$ cat config.mk
export PLATFORM = sky130hd
export DESIGN_NAME = rds_block_sync
export DESIGN_NICKNAME = d
export VERILOG_FILES = /design/src/rtl/rds_block_sync.sv
export SDC_FILE = /design/constraint.sdc
export NUM_CORES = 1
export LEC_CHECK = 0
export ABC_CLOCK_PERIOD_IN_PS = 4900
export CORE_ASPECT_RATIO = 0.75
export CORE_UTILIZATION = 40
export CTS_CLUSTER_SIZE = 28
export DETAILED_ROUTE_END_ITERATION = 12
export SLEW_MARGIN = 10
export SYNTH_ARGS = -nofsm -noshare
export SYNTH_HDL_FRONTEND = slang
export SYNTH_SLANG_ARGS = --single-unit
$ cat constraint.sdc
create_clock -name clk -period 4.9 [get_ports clk]
set_input_delay 0.98 -clock clk [delete_from_list [all_inputs] [get_ports clk]]
set_output_delay 0.98 -clock clk [all_outputs]
set_load 0.02 [all_outputs]
$ cat src/rtl/rds_block_sync.sv
// RDS receive block synchroniser: finds 26-bit block boundaries from checkword/offset
// syndromes, flywheels through bad blocks, and assembles A-B-C-D groups.
module rds_block_sync #(
  parameter int c_max_bad = 8
) (
  input  logic        clk,
  input  logic        reset,
  input  logic        bit_in,
  input  logic        bit_valid,
  output logic [15:0] block_data,
  output logic [2:0]  block_id,
  output logic        block_valid,
  output logic [63:0] group_data,
  output logic        group_valid,
  output logic        synced,
  output logic [3:0]  bad_count
);

  localparam logic [9:0] OFS_A  = 10'h0FC;
  localparam logic [9:0] OFS_B  = 10'h198;
  localparam logic [9:0] OFS_C  = 10'h168;
  localparam logic [9:0] OFS_CP = 10'h350;
  localparam logic [9:0] OFS_D  = 10'h1B4;

  typedef enum logic [1:0] {SEARCH, CONFIRM, SYNC} state_t;

  function automatic logic [9:0] crc10(input logic [15:0] m);
    logic [9:0] r;
    logic       fb;
    r = '0;
    for (int i = 15; i >= 0; i--) begin
      fb = m[i] ^ r[9];
      r  = {r[8:0], 1'b0};
      if (fb) r = r ^ 10'h1B9;
    end
    return r;
  endfunction

  // Offset code (0=A,1=B,2=C,3=C',4=D) to group slot (A,B,C,D = 0..3).
  function automatic logic [1:0] id_to_slot(input logic [2:0] id);
    return (id == 3'd4) ? 2'd3 : (id == 3'd3) ? 2'd2 : id[1:0];
  endfunction

  state_t            state_reg, state_next;
  logic [25:0]       sr_reg, sr_next;
  logic [4:0]        bitpos_reg, bitpos_next;
  logic [2:0]        cand_id_reg, cand_id_next;
  logic [15:0]       cand_data_reg, cand_data_next;
  logic [1:0]        exp_slot_reg, exp_slot_next;
  logic [3:0]        bad_count_reg, bad_count_next;
  logic [3:0]        flags_reg, flags_next;
  logic [3:0][15:0]  slot_reg, slot_next;
  logic              pend_valid_reg, pend_valid_next;
  logic [2:0]        pend_id_reg, pend_id_next;
  logic [15:0]       pend_data_reg, pend_data_next;
  logic [15:0]       block_data_reg, block_data_next;
  logic [2:0]        block_id_reg, block_id_next;
  logic              block_valid_reg, block_valid_next;
  logic [63:0]       group_data_reg, group_data_next;
  logic              group_valid_reg, group_valid_next;

  logic [25:0] win;
  logic [9:0]  syn;
  logic        off_hit;
  logic [2:0]  off_id;
  logic [1:0]  off_slot;
  logic [4:0]  bad_inc;

  logic        emit_v, emit_good, lose_sync;
  logic [1:0]  emit_slot;
  logic [2:0]  emit_id;
  logic [15:0] emit_data;

  assign win      = {sr_reg[24:0], bit_in};
  assign syn      = crc10(win[25:10]) ^ win[9:0];
  assign off_slot = id_to_slot(off_id);
  assign bad_inc  = {1'b0, bad_count_reg} + 5'd1;

  always_comb begin
    off_hit = 1'b1;
    off_id  = 3'd0;
    case (syn)
      OFS_A:   off_id = 3'd0;
      OFS_B:   off_id = 3'd1;
      OFS_C:   off_id = 3'd2;
      OFS_CP:  off_id = 3'd3;
      OFS_D:   off_id = 3'd4;
      default: off_hit = 1'b0;
    endcase
  end

  always_comb begin
    state_next       = state_reg;
    sr_next          = sr_reg;
    bitpos_next      = bitpos_reg;
    cand_id_next     = cand_id_reg;
    cand_data_next   = cand_data_reg;
    exp_slot_next    = exp_slot_reg;
    bad_count_next   = bad_count_reg;
    flags_next       = flags_reg;
    slot_next        = slot_reg;
    pend_valid_next  = 1'b0;
    pend_id_next     = pend_id_reg;
    pend_data_next   = pend_data_reg;
    block_data_next  = block_data_reg;
    block_id_next    = block_id_reg;
    block_valid_next = 1'b0;
    group_data_next  = group_data_reg;
    group_valid_next = 1'b0;
    emit_v    = 1'b0;
    emit_good = 1'b0;
    emit_slot = 2'd0;
    emit_id   = 3'd0;
    emit_data = 16'd0;
    lose_sync = 1'b0;

    // Confirming block of a fresh sync goes out one cycle after the candidate.
    if (pend_valid_reg) begin
      emit_v    = 1'b1;
      emit_good = 1'b1;
      emit_slot = id_to_slot(pend_id_reg);
      emit_id   = pend_id_reg;
      emit_data = pend_data_reg;
    end

    if (bit_valid) begin
      sr_next     = win;
      bitpos_next = (bitpos_reg == 5'd25) ? 5'd0 : bitpos_reg + 5'd1;
      case (state_reg)
        SEARCH: begin
          if (off_hit) begin
            cand_id_next   = off_id;
            cand_data_next = win[25:10];
            bitpos_next    = 5'd0;
            state_next     = CONFIRM;
          end
        end
        CONFIRM: begin
          if (bitpos_reg == 5'd25) begin
            if (off_hit && off_slot == id_to_slot(cand_id_reg) + 2'd1) begin
              state_next      = SYNC;
              emit_v          = 1'b1;
              emit_good       = 1'b1;
              emit_slot       = id_to_slot(cand_id_reg);
              emit_id         = cand_id_reg;
              emit_data       = cand_data_reg;
              pend_valid_next = 1'b1;
              pend_id_next    = off_id;
              pend_data_next  = win[25:10];
              exp_slot_next   = off_slot + 2'd1;
              bad_count_next  = 4'd0;
            end else if (off_hit) begin
              cand_id_next   = off_id;
              cand_data_next = win[25:10];
              bitpos_next    = 5'd0;
            end else begin
              state_next = SEARCH;
            end
          end
        end
        SYNC: begin
          if (bitpos_reg == 5'd25) begin
            exp_slot_next = exp_slot_reg + 2'd1;
            emit_v        = 1'b1;
            emit_slot     = exp_slot_reg;
            if (off_hit && off_slot == exp_slot_reg) begin
              emit_good      = 1'b1;
              emit_id        = off_id;
              emit_data      = win[25:10];
              bad_count_next = 4'd0;
            end else if (bad_inc >= 5'(c_max_bad)) begin
              state_next     = SEARCH;
              bad_count_next = 4'd0;
              lose_sync      = 1'b1;
            end else if (bad_count_reg != 4'hF) begin
              bad_count_next = bad_inc[3:0];
            end
          end
        end
        default: state_next = SEARCH;
      endcase
    end

    if (emit_v) begin
      if (emit_good) begin
        block_valid_next = 1'b1;
        block_data_next  = emit_data;
        block_id_next    = emit_id;
        if (emit_slot == 2'd0) flags_next = 4'b0001;
        else                   flags_next[emit_slot] = 1'b1;
        slot_next[emit_slot] = emit_data;
      end else begin
        flags_next[emit_slot] = 1'b0;
      end
      if (emit_slot == 2'd3 && flags_next == 4'hF) begin
        group_data_next  = {slot_next[0], slot_next[1], slot_next[2], slot_next[3]};
        group_valid_next = 1'b1;
      end
    end
    // A partial group must not survive a resync at a different slot.
    if (lose_sync) flags_next = 4'd0;
  end

  always_ff @(posedge clk) begin
    if (reset) begin
      state_reg       <= SEARCH;
      sr_reg          <= '0;
      bitpos_reg      <= '0;
      cand_id_reg     <= '0;
      cand_data_reg   <= '0;
      exp_slot_reg    <= '0;
      bad_count_reg   <= '0;
      flags_reg       <= '0;
      slot_reg        <= '0;
      pend_valid_reg  <= 1'b0;
      pend_id_reg     <= '0;
      pend_data_reg   <= '0;
      block_data_reg  <= '0;
      block_id_reg    <= '0;
      block_valid_reg <= 1'b0;
      group_data_reg  <= '0;
      group_valid_reg <= 1'b0;
    end else begin
      state_reg       <= state_next;
      sr_reg          <= sr_next;
      bitpos_reg      <= bitpos_next;
      cand_id_reg     <= cand_id_next;
      cand_data_reg   <= cand_data_next;
      exp_slot_reg    <= exp_slot_next;
      bad_count_reg   <= bad_count_next;
      flags_reg       <= flags_next;
      slot_reg        <= slot_next;
      pend_valid_reg  <= pend_valid_next;
      pend_id_reg     <= pend_id_next;
      pend_data_reg   <= pend_data_next;
      block_data_reg  <= block_data_next;
      block_id_reg    <= block_id_next;
      block_valid_reg <= block_valid_next;
      group_data_reg  <= group_data_next;
      group_valid_reg <= group_valid_next;
    end
  end

  assign block_data  = block_data_reg;
  assign block_id    = block_id_reg;
  assign block_valid = block_valid_reg;
  assign group_data  = group_data_reg;
  assign group_valid = group_valid_reg;
  assign synced      = (state_reg == SYNC);
  assign bad_count   = bad_count_reg;

endmodule

==> impl_metrics.json, run 1 <==
{
  "syn_nets": 1027,
  "start_util_pct": 41.4,
  "synth_area_um2": 10100,
  "yosysSeqAreaShare_pct": 42.3,
  "maxSlewHeadroom_pct": 34.4,
  "critPathArrivalTime_ns": 5.21,
  "synth_area_leader_cell": "dfxtp_1",
  "largest_reg_flops": 64,
  "power_density_nw_per_um2": 272,
  "crit_type": "flop to flop",
  "drive_gt1_share_pct": 14.6,
  "ant_nets": 0,
  "ctsHtreeMaxLevel": 1,
  "port_buffers": 93,
  "synthTopCellsByArea": "dfxtp_1 42%, mux2i_1 18%, nand2b_1 8.4%",
  "worst_ep_required_time_ns": 5.28,
  "synth_fa_ha_area_share_pct": 0.968,
  "switching_share_pct": 21.0,
  "ir_drop_mv": 0.202,
  "clock_power_share_pct": 48.5,
  "finalNonFillerCells": 1485,
  "synthSimpleGateAreaFrac_pct": 17.8,
  "clk_latency_ns": 0.50,
  "share_comb_of_total_power_pct": 2.1,
  "synth_top_family_by_area": "simple AND/OR/NAND/NOR gates",
  "critPathMaxFanout": 8,
  "antenna_cells": 0,
  "vias": 7547,
  "routed_wl_um": 24800,
  "syn_inst": 1016,
  "boundaryPins": 94,
  "die_area_um2": 25900,
  "yosysTopAreaCellShare_pct": 42.3,
  "die_w_um": 185,
  "fmax_ghz": 0.207,
  "place.gp.congestion": 0.899,
  "internal-power_uw": 2770,
  "via_per_inst": 5.08,
  "core_area_um2": 24300,
  "cp_slowest_cell": "or4_4",
  "reg2reg_slack_ns": 0.07,
  "post-route-min-period_ns": 4.83,
  "drt_iter0_markers": 422,
  "first_global_vias": 7216,
  "cp_top_family": "simple AND/OR/NAND/NOR gates",
  "slowest_delay_ns": 0.57,
  "hold_viol": 0,
  "p_switching_uw": 737,
  "synth_seq_cells": 213,
  "die-height_um": 140,
  "cts_buffer_depth": 3,
  "overflow": 0,
  "muxShareOfSynthArea_pct": 17.7,
  "grt_max_degree": 160,
  "numClockSinks": 213,
  "endpoint_kind": "flop",
  "synth_warnings": 0,
  "power_uw": 3510,
  "drc": 0,
  "p_leak_uw": 0.00509,
  "finalCritPeriodShare_pct": 98.5,
  "clk_pin_slew_ns": 0.06,
  "fin_nets": 1151,
  "clockRootBuffer": "clkbuf_16",
  "antenna_found_initial": 0,
  "dpl.cell_count": 1428,
  "tritoncts": "built",
  "first_pass_iters": 5,
  "synth_cell_type_count": 75,
  "max_cap_violations": 0,
  "hp-class": "flop to flop",
  "synth_compound_area_share_pct": 9.55,
  "crit_chain": "xnor2_4, buf_4, xnor3_1, xor3_1, or3_4, mux2i_4, o211ai_1, a2111o_1, a211oi_4, o41a_1, or2_0, or3b_4, or4_4, clkbuf_16, mux2i_1",
  "max_slew.worst_pin.slew_ns": 0.984,
  "dp_worst_setup_slack_ns": -0.124,
  "drv_slew": 0,
  "synth.avg_cell_area_um2": 9.93,
  "setup_ws_ns": 0.0731,
  "timing.critical_path.buf_inv": 2,
  "area_growth_pct": 27.7,
  "cts_buffers": 22,
  "p_seq_share_pct": 49.5,
  "dp_hpwl_um": 16300,
  "startpoint_type": "flop",
  "skew_ns": 0.0129,
  "grt_pass1_wl_um": 39000,
  "rsz0062_at_grt": "yes",
  "rows": 49,
  "status": "completed",
  "synth_edf_count": 0,
  "fillers": 2183,
  "grt_usage_pct": 18.6,
  "synth_flop_cell": "dfxtp_1",
  "postSynth.asyncResetShare_pct": 0,
  "wl_per_cell_um": 16.7,
  "synth_xor_area_share_pct": 8.07,
  "finalSetupViolations": 0
}
[metal layers]
layer,vias up,track usage [%],part of all wire (%)
li1,3781,-,-
met1,3597,28.7,53
met2,145,27.3,42
met3,24,2.56,3.9
met4,0,3.31,1.4
met5,-,0,0
[worst reg2reg max path, cell delays in order (launching register included)]
cell and delay (ns):
dfxtp_4 0.37, xnor2_4 0.19, buf_4 0.14, xnor3_1 0.38, xor3_1 0.43, or3_4 0.36
mux2i_4 0.18, o211ai_1 0.15, a2111o_1 0.52, a211oi_4 0.36, o41a_1 0.20, or2_0 0.12
or3b_4 0.40, or4_4 0.57, clkbuf_16 0.21, mux2i_1 0.12
[cells by family after synthesis]
kind of cell | Yosys count
flops | 213
xor+xnor | 64
fa+ha+maj | 8
compound gates | 135
simple gates | 335
buf+inv | 83
mux | 178
[cell usage in the layout, fill, tap and decap left out, types with 8 or more instances in the layout]
cell | Yosys | final
a21oi_1 | 21 | 20
nand2b_1 | 135 | 135
a21o_1 | 19 | 19
dfxtp_1 | 213 | 207
xnor2_1 | 31 | 26
a22oi_1 | 20 | 20
o21ai_0 | 10 | 10
xnor2_2 | 5 | 9
nand2_1 | 40 | 40
buf_12 | 0 | 11
nor2_1 | 87 | 87
nand3_1 | 12 | 12
buf_4 | 2 | 62
clkdlybuf4s50_1 | 0 | 91
mux2i_1 | 177 | 176
nor3_1 | 9 | 8
and3_1 | 10 | 9
inv_1 | 8 | 8
xor2_1 | 13 | 12
a31oi_1 | 18 | 18
clkbuf_16 | 0 | 26
[cells in the mapped netlist (3+ instances only)]
cell type / number
buf_6: 3
nand2_1: 40
and3_1: 10
a31oi_1: 18
nor2_1: 87
or3_1: 3
o22ai_1: 3
mux2i_1: 177
clkbuf_1: 41
o21ai_0: 10
xor2_1: 13
xnor3_1: 7
or4_1: 4
nand3_1: 12
a21oi_1: 21
xor3_1: 3
buf_1: 5
a21o_1: 19
inv_1: 8
and2_1: 6
a22oi_1: 20
xnor2_2: 5
ha_1: 7
nor3_1: 9
nor3b_1: 6
nor4_1: 4
o31ai_1: 3
a211oi_1: 7
nand2b_1: 135
buf_2: 23
xnor2_1: 31
dfxtp_1: 213
nand4_1: 3
o21a_1: 3
[worst paths after layout]
path,start,end,depth (start not counted)
setup / recovery,sr_reg[23]$_SDFFE_PP0P_,slot_reg[12]$_SDFFE_PP0N_,15
hold / removal,flags_reg[1]$_SDFFE_PP0N_,flags_reg[1]$_SDFFE_PP0N_,2
setup reg to reg,sr_reg[23]$_SDFFE_PP0P_,slot_reg[12]$_SDFFE_PP0N_,15
hold reg to reg,flags_reg[1]$_SDFFE_PP0N_,flags_reg[1]$_SDFFE_PP0N_,2
[timing repair]
item                       CTS  global route
setup endpoints to repair   39           120
hold endpoints to repair     0             0
buffers inserted             3            12
resized for setup            5            40
pin swaps                    4            17
cloned                       0             4
hold buffers                 0             0
[through the flow]
step / instance area (µm²) / setup TNS [ns] / util [%] / hold slack, ns
detailed placement: 11700 / -3.17 / 48.1 / 0.462
global placement: 11700 / -0.431 / 48.1 / 0.455
CTS: 12500 / 0 / 51.3 / 0.472
finish: 12900 / 0 / 52.9 / 0.471
global route: 12900 / -1.72 / 52.9 / 0.483
floorplan: 10100 / 0 / - / 0.436
[power groups by stage]
stage / clock, µW / combinational (µW) / sequential (µW)
after floorplan: 0 / 58.6 / 1770
after global placement: 0 / 72.7 / 1780
after detailed placement: 0 / 72.6 / 1780
after CTS: 1740 / 72.9 / 1740
after global routing: 1820 / 79.6 / 1730
final: 1700 / 73.2 / 1740
[area by class of cell]
type	count	area (µm²)	area share, %
inverters	8	30.0	0.233
multi-input cells	721	5690	44.2
flip-flops and latches	213	4280	33.2
clock buffers	30	632	4.90
well taps	331	414	3.21
clock inverters	8	98.8	0.767
repair buffers	174	1740	13.5
No activity file was read; power rests on OpenSTA's default activity.
==> run 2, diff against run 1 <==
--- a/config.mk
+++ b/config.mk
@@ -7,9 +7,11 @@
 export LEC_CHECK = 0
 export ABC_CLOCK_PERIOD_IN_PS = 4900
 export CORE_ASPECT_RATIO = 0.75
-export CORE_UTILIZATION = 40
+export CORE_UTILIZATION = 30
 export CTS_CLUSTER_SIZE = 28
 export DETAILED_ROUTE_END_ITERATION = 12
+export MAX_ROUTING_LAYER = met4
+export PLACE_DENSITY_LB_ADDON = 0.15
 export SLEW_MARGIN = 10
 export SYNTH_ARGS = -nofsm -noshare
 export SYNTH_HDL_FRONTEND = slang
==> impl_metrics.json, run 2 (synthesized netlist as in run 1, its figures left out) <==
{
  "status": "finished with violations",
  "violations": "negative setup slack",
  "p_leak_uw": 0.00518,
  "ant_nets": 0,
  "setup_ws_ns": -0.00570,
  "place.gp.congestion": 0.887,
  "wl_per_cell_um": 17.0,
  "ctsHtreeMaxLevel": 1,
  "rows": 57,
  "dp_hpwl_um": 18100,
  "core_area_um2": 32700,
  "first_pass_iters": 5,
  "max_cap_violations": 0,
  "worst_ep_required_time_ns": 5.30,
  "maxSlewHeadroom_pct": 44.4,
  "boundaryPins": 94,
  "startpoint_type": "flop",
  "start_util_pct": 30.8,
  "placed_area_um2": 12000,
  "critPathMaxFanout": 8,
  "endpoint_kind": "flop",
  "area_growth_pct": 30.8,
  "clk_latency_ns": 0.53,
  "die_area_um2": 34400,
  "die-height_um": 161,
  "ir_drop_mv": 0.243,
  "antenna_found_initial": 0,
  "fin_nets": 1163,
  "grt_usage_pct": 16.0,
  "via_per_inst": 4.73,
  "die_w_um": 214,
  "clk_pin_slew_ns": 0.06,
  "cts_buffers": 23,
  "cts_buffer_depth": 3,
  "clockRootBuffer": "clkbuf_16",
  "antenna_cells": 0,
  "fin_area_um2": 13200,
  "finalCritPeriodShare_pct": 100,
  "critPathArrivalTime_ns": 5.31,
  "hp-class": "flop to flop",
  "post-route-min-period_ns": 4.91,
  "crit_type": "flop to flop",
  "port_buffers": 93,
  "largest_reg_flops": 64,
  "grt_pass1_wl_um": 42100,
  "drv_slew": 0,
  "fmax_ghz": 0.204,
  "finalNonFillerCells": 1610,
  "tritoncts": "built",
  "vias": 7608,
  "first_global_vias": 7297,
  "skew_ns": 0.0104,
  "numClockSinks": 213,
  "hold_viol": 0,
  "layout_commonest_cell": "dfxtp_1",
  "dpl.cell_count": 1552,
  "drc": 0,
  "finalSetupViolations": 5,
  "drt_iter0_markers": 477,
  "routed_wl_um": 27300,
  "final_cell_mix": "210 x dfxtp_1, 177 x mux2i_1, 135 x nand2b_1",
  "reg2reg_slack_ns": -0.006,
  "tns_ns": -0.0103,
  "max_slew.worst_pin.slew_ns": 0.834,
  "rsz0062_at_grt": "yes",
  "drive_gt1_share_pct": 16.4,
  "holdWs_ns": 0.470,
  "power_density_nw_per_um2": 266,
  "overflow": 0,
  "grt_max_degree": 124
}
## run 2: changes by cell type in the layout (fill, tap and decap cells not counted), moves of 3 or more
cell / delta
buf_4: +10
nor2_1: -3
dfxtp_1: +3
o21ai_2: +3
## run 2: final timing paths
path | from | end | depth (start not counted)
worst max-delay path | sr_reg[19]$_SDFFE_PP0P_ | slot_reg[47]$_SDFFE_PP0N_ | 16
worst min register to register | block_id[1]$_SDFFE_PP0P_ | block_id[1]$_SDFFE_PP0P_ | 2
worst max register to register | sr_reg[19]$_SDFFE_PP0P_ | slot_reg[47]$_SDFFE_PP0N_ | 16
worst min-delay path | block_id[1]$_SDFFE_PP0P_ | block_id[1]$_SDFFE_PP0P_ | 2
## run 2: final cells by class
type,instances,area (µm²)
inverters,8,30.0
repair buffers,186,1860
flip-flops and latches,213,4270
clock buffers,30,652
clock inverters,11,77.6
well taps,442,553
multi-input cells,720,5750
fillers,3211,19500
## run 2: power by group
| part | internal (µW) | leakage [µW] | total (µW) | switching, µW |
|---|---|---|---|---|
| clock | 946 | 0.000360 | 1700 | 751 |
| combinational | 33.3 | 0.00310 | 78.9 | 45.7 |
| sequential | 1730 | 0.00172 | 1740 | 3.82 |
## run 2: through the flow
step	power [µW]	worst slack (ns)	util, %
CTS	3570	0.00756	39.2
detailed placement	1850	-0.111	36.6
global route	3640	-0.137	40.3
finish	3510	-0.00570	40.3
global placement	1850	-0.0483	36.6
floorplan	1830	0.0495	-
## run 2: per-layer routing
layer,part of all wire [%],track usage (%)
met1,55,24.5
met2,40,21.9
met3,3.8,2.39
met4,1.5,3.15
met5,0,-
## run 2: worst max-delay path: stages (launching register included)
cell and delay (ns):
dfxtp_4 0.36, xnor2_2 0.20, xor2_1 0.23, xnor3_2 0.56, buf_6 0.16, xnor3_1 0.34, or2_1 0.27, o221a_4 0.30
a2111o_1 0.43, a211oi_4 0.36, o41ai_4 0.11, and3_4 0.21, or3b_4 0.37, buf_4 0.15, or3_4 0.41, clkbuf_16 0.20
mux2i_1 0.12
## run 2: repair_timing
action / in CTS / in global routing
setup buffers: 6 / 7
gates resized for setup: 14 / 42
endpoints found under the setup margin: 45 / 117
cloned: 0 / 4
hold buffers: 0 / 0
endpoints found under the hold margin: 0 / 0
pin swaps: 6 / 20
==> run 3, diff against run 2 <==
--- a/config.mk
+++ b/config.mk
@@ -8,10 +8,12 @@
 export ABC_CLOCK_PERIOD_IN_PS = 4900
 export CORE_ASPECT_RATIO = 0.75
 export CORE_UTILIZATION = 30
+export CTS_BUF_LIST = sky130_fd_sc_hd__clkbuf_4 sky130_fd_sc_hd__clkbuf_8 sky130_fd_sc_hd__clkbuf_16
 export CTS_CLUSTER_SIZE = 28
 export DETAILED_ROUTE_END_ITERATION = 12
 export MAX_ROUTING_LAYER = met4
 export PLACE_DENSITY_LB_ADDON = 0.15
+export RECOVER_POWER = 100
 export SLEW_MARGIN = 10
 export SYNTH_ARGS = -nofsm -noshare
 export SYNTH_HDL_FRONTEND = slang
==> impl_metrics.json, run 3 (synthesized netlist as in run 1, its figures left out) <==
{
  "post-route-min-period_ns": 4.91,
  "max_slew.worst_pin.slew_ns": 2.27,
  "hold_start": "block_id[1]$_SDFFE_PP0P_",
  "place.gp.congestion": 0.887,
  "wl_per_cell_um": 17.0,
  "start_util_pct": 30.8,
  "hp-class": "flop to flop",
  "routed_wl_um": 27300,
  "finalNonFillerCells": 1610,
  "endpoint_kind": "flop",
  "via_per_inst": 4.75,
  "vias": 7647,
  "die_w_um": 214,
  "tritoncts": "built",
  "cp_slowest_cell": "xnor3_2",
  "port_buffers": 93,
  "final_cell_mix": "210 x dfxtp_1, 177 x mux2i_1, 135 x nand2b_1",
  "reg2reg_to": "slot_reg[47]$_SDFFE_PP0N_",
  "power_density_nw_per_um2": 267,
  "setup_ws_ns": -0.0150,
  "grt_usage_pct": 16.0,
  "tns_ns": -0.0709,
  "die_area_um2": 34400,
  "drv_slew": 31,
  "drc": 0,
  "maxSlewHeadroom_pct": -51.4,
  "skew_ns": 0.00976,
  "layout_commonest_cell": "dfxtp_1",
  "fillers": 3213,
  "dp_hpwl_um": 18100,
  "critPathMaxFanout": 8,
  "drt_iter0_markers": 492,
  "area_growth_pct": 30.8,
  "first_pass_iters": 6,
  "cts-hold-fix-buffers": 0,
  "r2r_cells": 16,
  "boundaryPins": 94,
  "drive_gt1_share_pct": 16.4,
  "dpl.cell_count": 1552,
  "status": "finished with violations",
  "overflow": 0,
  "antenna_found_initial": 2,
  "finalCritPeriodShare_pct": 100,
  "cts_buffer_depth": 3,
  "crit_chain": "xnor2_2, xor2_1, xnor3_2, buf_6, xnor3_1, or2_1, o221a_4, a2111o_1, a211oi_4, o41ai_4, and3_4, or3b_4, buf_4, or3_4, clkbuf_16, mux2i_1",
  "startpoint_type": "flop",
  "max_cap_violations": 1,
  "clk_pin_slew_ns": 0.06,
  "first_global_vias": 7300,
  "antenna_cells": 0,
  "clockRootBuffer": "clkbuf_16",
  "p_leak_uw": 0.00550,
  "holdWs_ns": 0.468,
  "ctsHtreeMaxLevel": 1,
  "hold_viol": 0,
  "fmax_ghz": 0.203,
  "numClockSinks": 213,
  "worst_ep_required_time_ns": 5.30,
  "whs_endpoint": "block_id[1]$_SDFFE_PP0P_",
  "finalSetupViolations": 10,
  "rows": 57,
  "core_area_um2": 32700,
  "hold_depth": 2,
  "ir_drop_mv": 0.242,
  "die-height_um": 161,
  "violations": "max-capacitance violations, max-slew violations, negative setup slack",
  "final_util_pct": 40.3,
  "reg2reg_slack_ns": -0.01,
  "largest_reg_flops": 64,
  "fin_nets": 1163,
  "slowest_delay_ns": 0.57,
  "r2r-start": "sr_reg[19]$_SDFFE_PP0P_",
  "crit_type": "flop to flop",
  "ant_nets": 0,
  "rsz0062_at_grt": "yes",
  "grt_pass1_wl_um": 42100,
  "critPathArrivalTime_ns": 5.32,
  "grt_max_degree": 124,
  "clk_latency_ns": 0.52,
  "cts_buffers": 23
}
## run 3: cell count changes in the layout (fill, tap and decap cells not counted)
cell | before | now
buf_2 | 1 | 0
buf_4 | 72 | 71
clkbuf_4 | 0 | 2
clkdlybuf4s50_1 | 91 | 1
dlygate4sd3_1 | 0 | 90
## run 3: cell type report
type                    instances  area (µm²)  area share, %
clock buffers                  30         659           5.00
inverters                       8        30.0          0.228
multi-input cells             720        5750           43.5
repair buffers                186        1860           14.1
clock inverters                11        77.6          0.588
flip-flops and latches        213        4270           32.4
well taps                     442         553           4.19
## run 3: worst max-delay path by stage
stage | startpoint | endpoint | slack (ns) | cells after the start
after floorplan | sr_reg[19]$_SDFFE_PP0P_ | slot_reg[10]$_SDFFE_PP0N_ | 0.05 | 16
after global placement | sr_reg[20]$_SDFFE_PP0P_ | slot_reg[10]$_SDFFE_PP0N_ | -0.05 | 16
after detailed placement | bit_in | slot_reg[11]$_SDFFE_PP0N_ | -0.11 | 12
after CTS | sr_reg[20]$_SDFFE_PP0P_ | slot_reg[1]$_SDFFE_PP0N_ | 0.008 | 16
after global routing | sr_reg[19]$_SDFFE_PP0P_ | slot_reg[32]$_SDFFE_PP0N_ | -0.14 | 16
final | sr_reg[19]$_SDFFE_PP0P_ | slot_reg[47]$_SDFFE_PP0N_ | -0.01 | 16
## run 3: critical path: cells and delay by family (launching register included)
| family | cells | cell delay (ns) |
|---|---|---|
| flip-flops | 1 | 0.36 |
| AND/OR/NAND/NOR | 4 | 1.26 |
| AO/OA/AOI/OAI | 4 | 1.20 |
| multiplexers | 1 | 0.12 |
| buffers and inverters | 3 | 0.51 |
| XOR/XNOR | 4 | 1.34 |
## run 3: metrics by stage
| step | power [µW] | worst slack (ns) | instance area, µm² |
|---|---|---|---|
| 6_report | 3520 | -0.0150 | 13200 |
| 5_1_grt | 3650 | -0.137 | 13200 |
| 4_1_cts | 3580 | 0.00756 | 12800 |
| 3_5_place_dp | 1850 | -0.111 | 12000 |
| 3_3_place_gp | 1850 | -0.0483 | 12000 |
| 2_1_floorplan | 1830 | 0.0495 | 10100 |
## run 3: layer usage
metal | routed length [µm] | global-route usage (%)
met2 | 11100 | 21.9
met5 | 0 | -
met1 | 14900 | 24.5
met3 | 974 | 2.39
met4 | 414 | 3.15
## run 3: what timing repair did
action | 4_1_cts | 5_1_grt
pin swaps | 6 | 20
resized for setup | 14 | 42
cloned | 0 | 4
buffers inserted | 6 | 7
endpoints found under the setup margin | 46 | 117
## run 3: power by group
group	internal [µW]	switching, µW
registers	1730	3.84
clock network	957	749
logic	34.3	45.4
total	2720	799
